File: src/rtl/poly_voice_controller.sv
// Polyphonic DDS sawtooth voice bank: per-slot phase accumulators advanced on an
// audio-rate tick, summed into one registered signed 24-bit sample.

module poly_voice_slot (
    input  logic        clk,
    input  logic        reset,
    input  logic        tick,
    input  logic        cmd_hit,
    input  logic        cmd_on,
    input  logic [31:0] cmd_inc,
    output logic [15:0] sample
);
    logic        active_q, active_d;
    logic [31:0] phase_q, phase_d;
    logic [31:0] inc_q, inc_d;

    always_comb begin
        active_d = active_q;
        phase_d  = phase_q;
        inc_d    = inc_q;
        // A command on this slot takes priority over the tick advance.
        if (cmd_hit) begin
            active_d = cmd_on;
            phase_d  = '0;
            if (cmd_on) inc_d = cmd_inc;
        end else if (tick && active_q) begin
            phase_d = phase_q + inc_q;
        end
    end

    always_ff @(posedge clk) begin
        if (reset) begin
            active_q <= 1'b0;
            phase_q  <= '0;
            inc_q    <= '0;
        end else begin
            active_q <= active_d;
            phase_q  <= phase_d;
            inc_q    <= inc_d;
        end
    end

    // Offset-binary to two's complement: phase 0 maps to the most negative value.
    assign sample = active_q ? {~phase_q[31], phase_q[30:16]} : 16'h0000;
endmodule

module poly_voice_controller #(
    parameter int NUM_VOICES = 8,
    parameter int SAMPLE_DIV = 2083
) (
    input  logic        i_clk,
    input  logic        i_reset,
    input  logic        i_SPI_note_status,
    input  logic [7:0]  i_SPI_voice_index,
    input  logic [31:0] i_SPI_tuning_code,
    input  logic [7:0]  i_SPI_velocity,
    input  logic        i_SPI_ready_flag,
    output logic [23:0] o_mixed_sample
);
    localparam int IW = $clog2(NUM_VOICES);
    localparam int CW = $clog2(SAMPLE_DIV);
    localparam int SW = 16 + IW;
    localparam logic [CW-1:0] CNT_LAST = CW'(SAMPLE_DIV - 1);
    localparam logic [8:0]    NV9      = 9'(NUM_VOICES);

    logic [CW-1:0] cnt_q, cnt_d;
    logic          tick;
    logic          idx_valid;
    logic [NUM_VOICES-1:0]       cmd_hit;
    logic [NUM_VOICES-1:0][15:0] voice_sample;
    logic [SW-1:0] sum;
    logic [23:0]   mix_q, mix_d;
    logic          unused_velocity;

    assign unused_velocity = ^i_SPI_velocity;

    assign tick = (cnt_q == CNT_LAST);

    always_comb begin
        cnt_d = tick ? '0 : cnt_q + 1'b1;
    end

    assign idx_valid = ({1'b0, i_SPI_voice_index} < NV9);

    for (genvar v = 0; v < NUM_VOICES; v++) begin : g_voice
        assign cmd_hit[v] = i_SPI_ready_flag && idx_valid &&
                            (i_SPI_voice_index[IW-1:0] == IW'(v));
        poly_voice_slot u_slot (
            .clk     (i_clk),
            .reset   (i_reset),
            .tick    (tick),
            .cmd_hit (cmd_hit[v]),
            .cmd_on  (i_SPI_note_status),
            .cmd_inc (i_SPI_tuning_code),
            .sample  (voice_sample[v])
        );
    end

    always_comb begin
        sum = '0;
        for (int v = 0; v < NUM_VOICES; v++) begin
            sum = sum + {{(SW-16){voice_sample[v][15]}}, voice_sample[v]};
        end
    end

    // Mix is taken from registered (pre-update) voice state on the tick edge.
    always_comb begin
        mix_d = tick ? {{(24-SW){sum[SW-1]}}, sum} : mix_q;
    end

    always_ff @(posedge i_clk) begin
        if (i_reset) begin
            cnt_q <= '0;
            mix_q <= '0;
        end else begin
            cnt_q <= cnt_d;
            mix_q <= mix_d;
        end
    end

    assign o_mixed_sample = mix_q;
endmodule

File: config.mk
export PLATFORM = sky130hd
export DESIGN_NAME = poly_voice_controller
export DESIGN_NICKNAME = d
export VERILOG_FILES = /design/src/rtl/poly_voice_controller.sv
export SDC_FILE = /design/constraint.sdc
export NUM_CORES = 2
export LEC_CHECK = 0
export CAP_MARGIN = 25
export CORE_ASPECT_RATIO = 1.4
export CORE_MARGIN = 3
export CORE_UTILIZATION = 50
export CTS_CLUSTER_DIAMETER = 150
export CTS_CLUSTER_SIZE = 28
export DETAILED_ROUTE_END_ITERATION = 7
export GPL_TIMING_DRIVEN = 0
export PLACE_DENSITY = 0.66
export SYNTH_ARGS = -nofsm -noshare
export SYNTH_HDL_FRONTEND = slang
export SYNTH_HIERARCHICAL = 1
export SYNTH_SLANG_ARGS = --single-unit
File: constraint.sdc
create_clock -name i_clk -period 12 [get_ports i_clk]
set_input_delay 1.8 -clock i_clk [delete_from_list [all_inputs] [get_ports i_clk]]
set_output_delay 1.8 -clock i_clk [all_outputs]
set_load 0.1 [all_outputs]
==> impl_results.md <==
- Final setup TNS: 0 ns
- Minimum clock period: 5.27 ns
- Syn nets: 5,299
- Primary FF master, synth: dfxtp_1
- Static Leak: 16.2 nW
- Pre-CTS setup slack: 6.64 ns
- Critical Path Start Type: flip-flop
- CTS Sinks: 551
- WL/cell: 20.8 µm
- Die width: 237 µm
- CTS clk-pin slew, worst paths: 0.12 ns
- Outcome: completed
- Vias in the first global route: 33,669
- DRT Pass-1 Iters: 7
- Worst-Margin Slew: 1.12 ns
- Max-slew violation count: 0
- Slew margin rel.: 25.1%
- Routed vias: 34,555
- Worst setup margin: 6.73 ns
- Yosys Warn Count: 6
- Row cnt: 117
- Total CTS buffers: 23
- Design area: 0.0403 mm²
- Clock Tree Buf Depth: 3
- Crit Path Max Fanout: 10
- Share of post-route cells with drive strength above 1: 3.53%
- Core Region: 0.0733 mm²
- CTS tree: done
- Dpl cells: 5,910
- Unrepaired setup endpoints after global routing: false
- H-tree levels: 1
- Final WL: 124,000 µm
- Starting Density: 50.8%
- Mapped Area: 0.0373 mm²
- Antenna Nets Post-Route: 0
- CTS root buf: clkbuf_16
- Max-cap viol count: 0
- DP Area: 0.0396 mm²
- Nets: 5,412
- Seq/Total Area, Yosys: 29.6%
- Total grt overflow: 0
- Syn Area/Cell: 7.65 µm²
- Min-Delay Path Class: reg2reg
- Maximum number of pins on one net before global-route repair: 29
- VDD IR max: 103 µV
- Fin crit share: 43.9%
- Detailed-route DRC error count: 0
- Initial antenna violation count: 6
- Total setup buffers inserted after CTS: 0
- CP Data Required Time: 12.45 ns
- Critical Path Sink Type: flip-flop
- Worst clock skew: 0.0392 ns
- DP Wirelength: 98,100 µm
- Wire length of the first global-routing pass: 190,000 µm
- Port Buf Inserts: 67
- Worst path arrival time: 5.72 ns
- GP Congestion: 0.956
- Vias per cell: 5.82
- Fin cells: 5,937
- Hold slack final: 0.461 ns
- WS Path Type: reg2reg
- Area Overhead vs Synth: 8.00%
- Async S/R FF share, synth: 0%
- 1st-iter DRT viols: 2,644
- Hold_buf cts: 0
- Post-synth cell types: 86
- Die ar.: 0.0779 mm²
- Post-synth EDFFs: 0
- Setup-failing EPs final: 0
- FF+latch count, synth: 551
- Pwr Density: 72.9 mW/mm²
- Final hold vios: 0
- IO Count: 76
- Reg2Reg Depth: 19
- Clk_lat worst skew: 0.61 ns
- Cell count after synthesis: 4,871
- PostCTS Resize Cnt: 0
- GRT Resource Usage Total: 30.9%
- Hold Crit Depth: 2
- Die Y-Extent: 329 µm
- Max frequency: 0.190 GHz
## worst max-delay path, stage by stage, from the launching register on
cell and delay (ns):
dfxtp_1 0.33, clkbuf_1 0.35, clkbuf_1 0.28, and2_1 0.17, inv_1 0.06, fa_1 0.54, inv_1 0.06, fa_1 0.51
fa_1 0.55, inv_1 0.05, fa_1 0.54, inv_1 0.05, ha_1 0.28, clkbuf_2 0.17, a21oi_1 0.24, o211ai_1 0.12
a221oi_1 0.33, o41ai_2 0.14, xnor2_1 0.25, a211oi_1 0.10
## metal layers
layer / up-vias / routed length, µm / track usage [%]
met3: 301 / 6110 / 3.44
met4: 0 / 8570 / 18.4
met2: 895 / 60000 / 54.3
li1: 16967 / - / -
met5: - / 0 / 0
met1: 16392 / 49000 / 36.4
## area by class of cell
class                   count  area, µm²
flip-flops and latches    551      11000
repair buffers             88       1200
clock inverters             1       11.3
fillers                  7193      33100
clock buffers              23        576
inverters                 299       1120
well taps                 952       1190
plain buffers             226        905
diodes                      2       5.00
multi-input cells        3795      24200
## worst paths after layout
check	from	endpoint	slack (ns)
setup / recovery	g_voice[0].u_slot/active_q$_SDFFE_PP0P_	o_mixed_sample[18]$_SDFFE_PP0P_	6.73
hold / removal	g_voice[3].u_slot/phase_q[8]$_SDFFE_PP0P_	g_voice[3].u_slot/phase_q[8]$_SDFFE_PP0P_	0.46
setup reg to reg	g_voice[0].u_slot/active_q$_SDFFE_PP0P_	o_mixed_sample[18]$_SDFFE_PP0P_	6.73
hold reg to reg	g_voice[3].u_slot/phase_q[8]$_SDFFE_PP0P_	g_voice[3].u_slot/phase_q[8]$_SDFFE_PP0P_	0.46
## cell families (layout without fill, tap and decap cells)
logic type | after synthesis | in the layout | synth area share, %
AND/OR/NAND/NOR | 1878 | 1878 | 23.1
AO/OA/AOI/OAI | 1353 | 1353 | 22.6
flip-flops | 551 | 551 | 29.6
buffers and inverters | 525 | 637 | 5.44
adder cells (fa/ha/maj) | 376 | 376 | 14.8
XOR/XNOR | 184 | 184 | 4.32
multiplexers | 4 | 4 | 0.107
other | 0 | 2 | 0
## where the power goes
part / internal, mW / switching, mW / leakage [nW]
logic: 0.0400 / 0.106 / 11.5
clock network: 0.350 / 0.610 / 0.289
registers: 1.83 / 0.00138 / 4.44
## layout by cell type, fill, tap and decap left out, types with 46 or more instances in the layout
master,n
a211oi_1,46
a21o_1,106
a21oi_1,674
and2_1,151
clkbuf_1,195
clkdlybuf4s50_1,67
dfxtp_1,551
fa_1,107
ha_1,269
inv_1,299
nand2_1,1082
nand3_1,87
nor2_1,200
nor2b_1,51
nor3_1,56
o21ai_0,173
xnor2_1,125
xor2_1,59
## flip-flops by register name (all words and copies together) (netlist names)
signal and flops:
cnt_q 12, o_mixed_sample 19, g_voice.u_slot/active_q 8, g_voice.u_slot/phase_q 256
g_voice.u_slot/inc_q 256
## cells in the mapped netlist, types with 36 or more instances
cell	number	area [µm²]
nand2_1	1082	4060
a21oi_1	674	3370
dfxtp_1	551	11000
inv_1	299	1120
ha_1	269	3370
nor2_1	200	751
clkbuf_1	195	732
o21ai_0	173	866
and2_1	151	945
xnor2_1	125	1090
fa_1	107	2140
a21o_1	106	796
nand3_1	87	435
xor2_1	59	517
nor3_1	56	280
nor2b_1	51	319
a211oi_1	46	345
nand4_1	45	282
a31oi_1	39	244
o21bai_1	36	270
## per-stage QoR
step / utilization, % / power, mW
after floorplan: - / 1.91
after global placement: 53.4 / 2.00
after detailed placement: 54.1 / 2.02
after CTS: 54.9 / 2.96
after global routing: 54.9 / 3.02
final: 54.9 / 2.94
(Power assumes the default switching activity.)
